`config.mk`:
```
export PLATFORM = sky130hd
export DESIGN_NAME = alu_op_sequencer_flat
export DESIGN_NICKNAME = d
export VERILOG_FILES = /design/src/rtl/alu_op_sequencer_if.sv /design/src/rtl/alu_op_sequencer.sv /design/src/flat_wrapper.sv
export SDC_FILE = /design/constraint.sdc
export NUM_CORES = 1
export LEC_CHECK = 0
export BUFFER_PORTS_ARGS = -buffer_cell sky130_fd_sc_hd__buf_4
export CELL_PAD_IN_SITES_DETAIL_PLACEMENT = 1
export CELL_PAD_IN_SITES_GLOBAL_PLACEMENT = 1
export CORE_MARGIN = 2
export CORE_UTILIZATION = 43
export CTS_BUF_LIST = sky130_fd_sc_hd__clkbuf_16
export DETAILED_ROUTE_END_ITERATION = 10
export GPL_TIMING_DRIVEN = 0
export PLACE_DENSITY = 0.94
export SLEW_MARGIN = 25
export SYNTH_ARGS = -nofsm -noshare
export SYNTH_HDL_FRONTEND = slang
export SYNTH_SLANG_ARGS = --single-unit
```
`constraint.sdc`:
```
create_clock -name clk -period 2.9 [get_ports clk]
set_input_delay 0.435 -clock clk [delete_from_list [all_inputs] [get_ports clk]]
set_output_delay 0.435 -clock clk [all_outputs]
set_load 0.02 [all_outputs]
```
`src/rtl/alu_op_sequencer_if.sv`:
```
// Bundle of the instruction handshake, ALU control, memory strobes and status signals
// between alu_op_sequencer and its environment.
//   slave  : the sequencer side (takes the instruction, zero and mem_ack; drives everything else)
//   master : the environment side (drives the instruction, zero and mem_ack)
// Handshake: an instruction transfers on a rising edge where instr_valid && instr_ready.
//   instr_ready is high only in IDLE. instr_valid may be held or dropped at any time.
//   While instr_ready is low, instr_valid and instr are ignored.
// state_dbg exposes the sequencer FSM state: 0 IDLE, 1 DECODE, 2 EXEC, 3 MEM, 4 WB.
interface alu_op_sequencer_if #(
  parameter int CNT_W = 32
);
  logic             instr_valid;
  logic             instr_ready;
  logic [31:0]      instr;
  logic             zero;
  logic             mem_ack;
  logic [3:0]       ALUoperation;
  logic             op2_sel;
  logic [31:0]      imm;
  logic [4:0]       rs1;
  logic [4:0]       rs2;
  logic [4:0]       rd;
  logic             reg_write;
  logic             mem_read;
  logic             mem_write;
  logic             branch_taken;
  logic             done;
  logic             illegal;
  logic             bus_err;
  logic [CNT_W-1:0] retired;
  logic [2:0]       state_dbg;

  modport slave (
    input  instr_valid, instr, zero, mem_ack,
    output instr_ready, ALUoperation, op2_sel, imm, rs1, rs2, rd,
           reg_write, mem_read, mem_write, branch_taken, done, illegal,
           bus_err, retired, state_dbg
  );

  modport master (
    output instr_valid, instr, zero, mem_ack,
    input  instr_ready, ALUoperation, op2_sel, imm, rs1, rs2, rd,
           reg_write, mem_read, mem_write, branch_taken, done, illegal,
           bus_err, retired, state_dbg
  );
endinterface

```
`src/rtl/alu_op_sequencer.sv`:
```
// Multi-cycle control FSM for a small RV32I datapath. Accepts one instruction per
// handshake, decodes it into an ALU operation code and operand-2 select, then steps
// through EXEC, an optional MEM phase (lw/sw, with a timeout) and WB.
// Ports:
//   clk   : rising-edge clock
//   rst_n : asynchronous active-low reset (aborts any instruction in flight)
//   bus   : alu_op_sequencer_if.slave (handshake, ALU control, strobes, status, counter)
module alu_op_sequencer #(
  parameter int MEM_TIMEOUT = 16,
  parameter int CNT_W       = 32
) (
  input  logic                 clk,
  input  logic                 rst_n,
  alu_op_sequencer_if.slave    bus
);

  localparam int CW = $clog2(MEM_TIMEOUT);

  localparam logic [6:0] OPC_R    = 7'b0110011;
  localparam logic [6:0] OPC_I    = 7'b0010011;
  localparam logic [6:0] OPC_LW   = 7'b0000011;
  localparam logic [6:0] OPC_SW   = 7'b0100011;
  localparam logic [6:0] OPC_BEQ  = 7'b1100011;

  localparam logic [3:0] ALU_AND  = 4'b0000;
  localparam logic [3:0] ALU_OR   = 4'b0001;
  localparam logic [3:0] ALU_ADD  = 4'b0010;
  localparam logic [3:0] ALU_SUB  = 4'b0110;

  typedef enum logic [2:0] {
    S_IDLE   = 3'd0,
    S_DECODE = 3'd1,
    S_EXEC   = 3'd2,
    S_MEM    = 3'd3,
    S_WB     = 3'd4
  } state_t;

  // Instruction class, decides the path after EXEC and which WB strobes fire.
  typedef enum logic [1:0] {
    K_ALU = 2'd0,
    K_LW  = 2'd1,
    K_SW  = 2'd2,
    K_BEQ = 2'd3
  } kind_t;

  state_t           r_state, w_state_nxt;
  logic [31:0]      r_instr;
  logic [31:0]      r_imm;
  logic [3:0]       r_aluop;
  logic             r_op2_sel;
  kind_t            r_kind;
  logic             r_br_flag;
  logic [CW-1:0]    r_mem_cnt;
  logic [CNT_W-1:0] r_retired;

  logic [31:0]      w_imm_in;
  logic             w_dec_legal;
  logic [3:0]       w_dec_aluop;
  logic             w_dec_op2_sel;
  kind_t            w_dec_kind;
  logic             w_handshake;
  logic             w_mem_timeout;

  logic             w_ready, w_illegal, w_bus_err, w_done;
  logic             w_reg_write, w_mem_read, w_mem_write, w_branch;

  logic [6:0]       w_opc;
  logic [2:0]       w_f3;
  logic [6:0]       w_f7;

  assign w_opc = r_instr[6:0];
  assign w_f3  = r_instr[14:12];
  assign w_f7  = r_instr[31:25];

  assign w_handshake   = (r_state == S_IDLE) && bus.instr_valid;
  assign w_mem_timeout = (r_mem_cnt == CW'(MEM_TIMEOUT - 1));

  // Immediate format is chosen from the incoming opcode so it is ready at DECODE.
  always_comb begin
    w_imm_in = {{20{bus.instr[31]}}, bus.instr[31:20]};
    case (bus.instr[6:0])
      OPC_SW:  w_imm_in = {{20{bus.instr[31]}}, bus.instr[31:25], bus.instr[11:7]};
      OPC_BEQ: w_imm_in = {{19{bus.instr[31]}}, bus.instr[31], bus.instr[7],
                           bus.instr[30:25], bus.instr[11:8], 1'b0};
      default: ;
    endcase
  end

  // Decoder over the captured instruction.
  always_comb begin
    w_dec_legal   = 1'b0;
    w_dec_aluop   = ALU_ADD;
    w_dec_op2_sel = 1'b0;
    w_dec_kind    = K_ALU;
    case (w_opc)
      OPC_R: begin
        if (w_f3 == 3'b000 && w_f7 == 7'b0000000) begin
          w_dec_legal = 1'b1; w_dec_aluop = ALU_ADD;
        end else if (w_f3 == 3'b000 && w_f7 == 7'b0100000) begin
          w_dec_legal = 1'b1; w_dec_aluop = ALU_SUB;
        end else if (w_f3 == 3'b111 && w_f7 == 7'b0000000) begin
          w_dec_legal = 1'b1; w_dec_aluop = ALU_AND;
        end else if (w_f3 == 3'b110 && w_f7 == 7'b0000000) begin
          w_dec_legal = 1'b1; w_dec_aluop = ALU_OR;
        end
      end
      OPC_I: begin
        w_dec_op2_sel = 1'b1;
        if (w_f3 == 3'b000) begin
          w_dec_legal = 1'b1; w_dec_aluop = ALU_ADD;
        end else if (w_f3 == 3'b111) begin
          w_dec_legal = 1'b1; w_dec_aluop = ALU_AND;
        end else if (w_f3 == 3'b110) begin
          w_dec_legal = 1'b1; w_dec_aluop = ALU_OR;
        end
      end
      OPC_LW: begin
        w_dec_legal   = (w_f3 == 3'b010);
        w_dec_op2_sel = 1'b1;
        w_dec_kind    = K_LW;
      end
      OPC_SW: begin
        w_dec_legal   = (w_f3 == 3'b010);
        w_dec_op2_sel = 1'b1;
        w_dec_kind    = K_SW;
      end
      OPC_BEQ: begin
        w_dec_legal   = (w_f3 == 3'b000);
        w_dec_aluop   = ALU_SUB;
        w_dec_kind    = K_BEQ;
      end
      default: ;
    endcase
  end

  // FSM state register.
  always_ff @(posedge clk or negedge rst_n) begin
    if (!rst_n) r_state <= S_IDLE;
    else        r_state <= w_state_nxt;
  end

  // FSM next state and strobes.
  always_comb begin
    w_state_nxt = r_state;
    w_ready     = 1'b0;
    w_illegal   = 1'b0;
    w_bus_err   = 1'b0;
    w_done      = 1'b0;
    w_reg_write = 1'b0;
    w_mem_read  = 1'b0;
    w_mem_write = 1'b0;
    w_branch    = 1'b0;
    case (r_state)
      S_IDLE: begin
        w_ready = 1'b1;
        if (bus.instr_valid) w_state_nxt = S_DECODE;
      end
      S_DECODE: begin
        if (w_dec_legal) w_state_nxt = S_EXEC;
        else begin
          w_illegal   = 1'b1;
          w_state_nxt = S_IDLE;
        end
      end
      S_EXEC: begin
        if (r_kind == K_LW || r_kind == K_SW) w_state_nxt = S_MEM;
        else                                  w_state_nxt = S_WB;
      end
      S_MEM: begin
        w_mem_read  = (r_kind == K_LW);
        w_mem_write = (r_kind == K_SW);
        // An ack in the final allowed cycle still completes the access.
        if (bus.mem_ack) w_state_nxt = S_WB;
        else if (w_mem_timeout) begin
          w_bus_err   = 1'b1;
          w_state_nxt = S_IDLE;
        end
      end
      S_WB: begin
        w_done      = 1'b1;
        w_reg_write = (r_kind == K_ALU) || (r_kind == K_LW);
        w_branch    = (r_kind == K_BEQ) && r_br_flag;
        w_state_nxt = S_IDLE;
      end
      default: w_state_nxt = S_IDLE;
    endcase
  end

  // Datapath registers.
  always_ff @(posedge clk or negedge rst_n) begin
    if (!rst_n) begin
      r_instr   <= '0;
      r_imm     <= '0;
      r_aluop   <= ALU_AND;
      r_op2_sel <= 1'b0;
      r_kind    <= K_ALU;
      r_br_flag <= 1'b0;
      r_mem_cnt <= '0;
      r_retired <= '0;
    end else begin
      if (w_handshake) begin
        r_instr <= bus.instr;
        r_imm   <= w_imm_in;
      end
      // ALU controls only change on a legal decode and hold until the next one.
      if (r_state == S_DECODE && w_dec_legal) begin
        r_aluop   <= w_dec_aluop;
        r_op2_sel <= w_dec_op2_sel;
        r_kind    <= w_dec_kind;
        r_br_flag <= 1'b0;
      end
      if (r_state == S_EXEC) begin
        r_mem_cnt <= '0;
        if (r_kind == K_BEQ) r_br_flag <= bus.zero;
      end
      if (r_state == S_MEM) r_mem_cnt <= r_mem_cnt + CW'(1);
      if (r_state == S_WB)  r_retired <= r_retired + CNT_W'(1);
    end
  end

  assign bus.instr_ready  = w_ready;
  assign bus.ALUoperation = r_aluop;
  assign bus.op2_sel      = r_op2_sel;
  assign bus.imm          = r_imm;
  assign bus.rs1          = r_instr[19:15];
  assign bus.rs2          = r_instr[24:20];
  assign bus.rd           = r_instr[11:7];
  assign bus.reg_write    = w_reg_write;
  assign bus.mem_read     = w_mem_read;
  assign bus.mem_write    = w_mem_write;
  assign bus.branch_taken = w_branch;
  assign bus.done         = w_done;
  assign bus.illegal      = w_illegal;
  assign bus.bus_err      = w_bus_err;
  assign bus.retired      = r_retired;
  assign bus.state_dbg    = r_state;

endmodule

```
`src/flat_wrapper.sv`:
```
// flat-port wrapper written by rule: the top's interface ports become plain ports
module alu_op_sequencer_flat 
#(
  parameter int MEM_TIMEOUT = 16,
  parameter int CNT_W       = 32
)
  (clk, rst_n, bus_instr_valid, bus_instr, bus_zero, bus_mem_ack, bus_instr_ready, bus_ALUoperation, bus_op2_sel, bus_imm, bus_rs1, bus_rs2, bus_rd, bus_reg_write, bus_mem_read, bus_mem_write, bus_branch_taken, bus_done, bus_illegal, bus_bus_err, bus_retired, bus_state_dbg);
  alu_op_sequencer_if #(.CNT_W(CNT_W)) bus_i ();
  input  logic clk;
  input  logic rst_n;
  input wire logic [$bits(bus_i.instr_valid)-1:0] bus_instr_valid;
  input wire logic [$bits(bus_i.instr)-1:0] bus_instr;
  input wire logic [$bits(bus_i.zero)-1:0] bus_zero;
  input wire logic [$bits(bus_i.mem_ack)-1:0] bus_mem_ack;
  output wire logic [$bits(bus_i.instr_ready)-1:0] bus_instr_ready;
  output wire logic [$bits(bus_i.ALUoperation)-1:0] bus_ALUoperation;
  output wire logic [$bits(bus_i.op2_sel)-1:0] bus_op2_sel;
  output wire logic [$bits(bus_i.imm)-1:0] bus_imm;
  output wire logic [$bits(bus_i.rs1)-1:0] bus_rs1;
  output wire logic [$bits(bus_i.rs2)-1:0] bus_rs2;
  output wire logic [$bits(bus_i.rd)-1:0] bus_rd;
  output wire logic [$bits(bus_i.reg_write)-1:0] bus_reg_write;
  output wire logic [$bits(bus_i.mem_read)-1:0] bus_mem_read;
  output wire logic [$bits(bus_i.mem_write)-1:0] bus_mem_write;
  output wire logic [$bits(bus_i.branch_taken)-1:0] bus_branch_taken;
  output wire logic [$bits(bus_i.done)-1:0] bus_done;
  output wire logic [$bits(bus_i.illegal)-1:0] bus_illegal;
  output wire logic [$bits(bus_i.bus_err)-1:0] bus_bus_err;
  output wire logic [$bits(bus_i.retired)-1:0] bus_retired;
  output wire logic [$bits(bus_i.state_dbg)-1:0] bus_state_dbg;
  assign bus_i.instr_valid = bus_instr_valid;
  assign bus_i.instr = bus_instr;
  assign bus_i.zero = bus_zero;
  assign bus_i.mem_ack = bus_mem_ack;
  assign bus_instr_ready = bus_i.instr_ready;
  assign bus_ALUoperation = bus_i.ALUoperation;
  assign bus_op2_sel = bus_i.op2_sel;
  assign bus_imm = bus_i.imm;
  assign bus_rs1 = bus_i.rs1;
  assign bus_rs2 = bus_i.rs2;
  assign bus_rd = bus_i.rd;
  assign bus_reg_write = bus_i.reg_write;
  assign bus_mem_read = bus_i.mem_read;
  assign bus_mem_write = bus_i.mem_write;
  assign bus_branch_taken = bus_i.branch_taken;
  assign bus_done = bus_i.done;
  assign bus_illegal = bus_i.illegal;
  assign bus_bus_err = bus_i.bus_err;
  assign bus_retired = bus_i.retired;
  assign bus_state_dbg = bus_i.state_dbg;
  alu_op_sequencer #(.MEM_TIMEOUT(MEM_TIMEOUT), .CNT_W(CNT_W)) u_core (.clk(clk), .rst_n(rst_n), .bus(bus_i));
endmodule
```
==> run summary <==
The routability congestion estimate from global placement came out at 0.818. The fraction of final layout cells sized beyond drive strength 1 works out to 0.467. The first global-routing pass estimated 18400 um of wire. The repair_antennas step left the layout with diodes totalling 0. The family of cells with the greatest summed delay on the critical path is compound AO/OA/AOI/OAI gates. Clock period minus worst slack: 2.66 ns.

For the placement-stage worst setup slack, the log shows 0.573 ns. The share of Yosys cell area claimed by the top area cell type was 0.497; the internal power was 2.35 mW. For the maximum vdd drop, the log shows 0.000372 V. The starting utilization of the core area was 0.438. The worst setup path is of the reg2out kind. The data required time of the critical path was 2.47 ns; the power density of the placed cells was 585 nW/um^2.

Setup repair after global routing left no endpoint under its margin. The number of buffers on the longest clock path is 2. The post-layout utilization of the core is 0.588, and the number of cells in the finished layout apart from fillers is 647. The share of flip-flops with an asynchronous set or reset came out at 1.00. The power share of the clock group came out at 0.355. Static timing analysis puts the maximum clock frequency at 376 MHz. The endpoint type of the worst setup path was a primary output.

Gates resized during post-CTS repair numbered 0. The kind of start point of the critical path is a register. In the post-route analysis, the smallest setup slack over all paths is 0.239 ns. The placement-stage cell area is 5370 sq um. Pin placement for this block handled 132 I/O pins.

Summed over all layers, the routed wires come to 11700 um. The worst clock skew on the final layout came out at 0.00659 ns. Sorting the synthesized cells by area gives the leading types as dfrtp_1, mux2_2, buf_4. Once detail routing completed, the nets flagged for antenna violations numbered 0.

Buffers added to address setup during post-CTS repair amount to 0. Setup violations remaining at the end of the flow were counted as 0. The post-synthesis sequential element count is 84. Switching power: 0.973 mW. In this run the clock root is driven by a clkbuf_16. The run gives 36 as the count of standard-cell rows. The die is 103 um tall. The clock net in this run drives a total of 84 sinks. The all-layer global routing usage came out at 0.229. Synthesis handed over a netlist of 368 instances. For the final global-route overflow total, the log shows 0. The slowest stage of the critical path is the or4_4 cell. Sum of negative setup slack: 0 ns. Clock-pin slew was measured on the worst setup and hold paths at 0.06 ns. Count of final hold-check violations: 0. TritonCTS built the clock tree. Hold is met by 0.138 ns.

After detailed routing, the average wire length per cell comes to 18.1 um. The number of nets in the synthesized netlist is 411. In the final layout, the multi-input gates occupy 1740 sq um. The total core area was 9640 sq um; the sequential cell fraction of total power was 0.409. The logs give 8510 um for the half-perimeter wire length after placement and 0.235 for the relative contribution of combinational cells to total power. Averaged over all synthesized cells, the footprint is 11.5 sq um. For this run, the number of Yosys warnings is 0.

Along the worst path, the maximum fanout reaches 5. Switching share of power: 0.293. The run finished with clean final reports.

The tightest min-delay check is of the in2async type. The die width works out to 103 um. For the CTS H-tree depth, the log shows 3. The via count of the routed design was 3295. The buffer and inverter count on the worst path was 1; the final cycle utilization of the critical path was 0.918. In this run, distinct cell masters in the synthesized netlist total 53.

The largest total area in the synthesized netlist belongs to dfrtp_1. The tools report the clock buffer count from CTS as 9. For this run, the leading register cell type out of synthesis is dfrtp_1.

The count of flip-flops with a built-in enable after synthesis was 0. The number of hold buffers added after cts is 0, and the number of fill cells in the layout is 1074. The logs give 0.394 for the worst slew margin relative to its limit and 2100 sq um for the area used by sequential logic in the layout.

After detailed placement, the design holds a cell count of 631. The area growth from synthesis to layout is 34.2%. Walking the worst path, the cells encountered are or4_4, a2111oi_4, o21a_1, nor3_1, buf_4.

The number of design-rule violations left by the first detailed-router iteration is 80, and the power consumption is 3.32 mW. The transition at the pin with the smallest max-transition slack is 0.900 ns. The number of DRC violations after detailed routing came out at 0. The number of pins with negative max-slew slack in the final report is 0, and the highest cell delay on the worst timing path is 0.58 ns.

Before antenna repair, the detailed router went through 4 iterations. Sequential element share of the synthesized area: 0.497. The floorplan step defined a die boundary enclosing 10600 sq um.

The final design area excluding fillers came out at 5670 sq um. The count of buffers added on input and output ports is 130. The initial antenna violation count is 0, and the final net count is 552. The tools report the number of maximum-capacitance constraint violations as 0. The clock latency on the worst-skew pair is 0.34 ns. Dividing the detail-routed via count by the number of cells gives 5.09. For the number of global-route vias before repair, the log shows 3661. The arrival time reported for the critical path endpoint was 2.23 ns. The largest net degree at the start of global routing is 85.

The post-synthesis instance area was 4230 sq um. For this design the static power due to leakage is 2.77 nW.
[worst paths after layout]
| path | slack (ns) | endpoint | cells after the start | start |
|---|---|---|---|---|
| worst max-delay path | 0.24 | bus_illegal | 5 | u_core.bus.imm[6] |
| worst min-delay path | 0.14 | u_core.r_mem_cnt[3] | 1 | rst_n |
| worst max register to register | 0.69 | u_core.bus.imm[7] | 6 | u_core.bus.state_dbg[0] |
| worst min register to register | 0.50 | u_core.bus.retired[20] | 1 | u_core.bus.retired[20] |
| max in group asynchronous | 2.21 | u_core.bus.retired[12] | 1 | rst_n |
| min in group clk | 0.32 | u_core.r_br_flag | 2 | bus_zero |
[cell usage in the layout, fill, tap and decap left out, types with 3 or more instances in the layout]
master,instances
mux2i_1,8
nor3_1,11
and2_1,3
nor2b_1,3
mux2_2,33
a32o_1,3
buf_2,6
dfrtp_1,84
a21oi_1,8
nand4_1,15
xor2_1,4
and4_1,3
clkinvlp_4,3
clkbuf_16,9
nand2_1,15
and3_1,11
nand3_1,21
xnor2_1,28
inv_1,4
ha_1,6
clkbuf_1,3
buf_4,171
nor2_1,16
[sequential cells by signal, summed over array words and instances, names as in the netlist]
signal,flops
u_core.bus.ALUoperation,3
u_core.bus.imm,12
u_core.bus.op2_sel,1
u_core.bus.retired,32
u_core.bus.state_dbg,3
u_core.r_br_flag,1
u_core.r_instr,26
u_core.r_kind,2
u_core.r_mem_cnt,4
[power groups by stage]
stage / logic (mW) / clock network (mW) / registers, mW
5_1_grt: 0.840 / 1.26 / 1.37
3_3_place_gp: 0.757 / 0 / 1.37
2_1_floorplan: 0.448 / 0 / 1.38
6_report: 0.781 / 1.18 / 1.36
3_5_place_dp: 0.787 / 0 / 1.38
4_1_cts: 0.792 / 1.20 / 1.36
[metal layers]
| metal | part of all wire | global-route usage |
|---|---|---|
| met2 | 0.53 | 0.413 |
| met1 | 0.39 | 0.253 |
| met4 | 0.015 | 0.0698 |
| met3 | 0.072 | 0.0786 |
| met5 | 0 | 0 |
[synth_stat cells (2+ instances only)]
master     count
o2111ai_1      2
a21oi_1        8
mux2_2        33
o21a_1         2
clkbuf_1       3
nor4_2         2
nand3_1       21
mux2i_1        8
o211ai_1       2
buf_2          6
nand2_1       15
nor2_1        16
nor2b_1        3
inv_1          4
nand4_1       15
xnor2_1       28
a21o_1         2
xor2_1         4
nand2b_1       2
and4_1         3
and2_1         3
nand4bb_1      2
nor3_1        11
o21ai_0        2
buf_4         42
nor4_1         2
and3_1        11
a32o_1         3
dfrtp_1       84
ha_1           6
[cell type report]
| cell class | instances | share of cell area |
|---|---|---|
| clock inverters | 7 | 0.0132 |
| clock buffers | 9 | 0.0397 |
| plain buffers | 52 | 0.0649 |
| inverters | 4 | 0.00265 |
| flip-flops and latches | 84 | 0.371 |
| multi-input cells | 228 | 0.307 |
| well taps | 133 | 0.0293 |
| repair buffers | 130 | 0.173 |
[cell families (layout without fill, tap and decap cells)]
logic type	count (synthesis)	in the layout	synth area share
compound gates	28	28	0.0527
xor+xnor	32	32	0.0663
fa+ha+maj	6	6	0.0178
buf+inv	56	202	0.0906
flops	84	84	0.497
mux	41	41	0.107
other cells	1	1	0.000888
simple gates	120	120	0.167
Power figures use the tool's default switching activity.
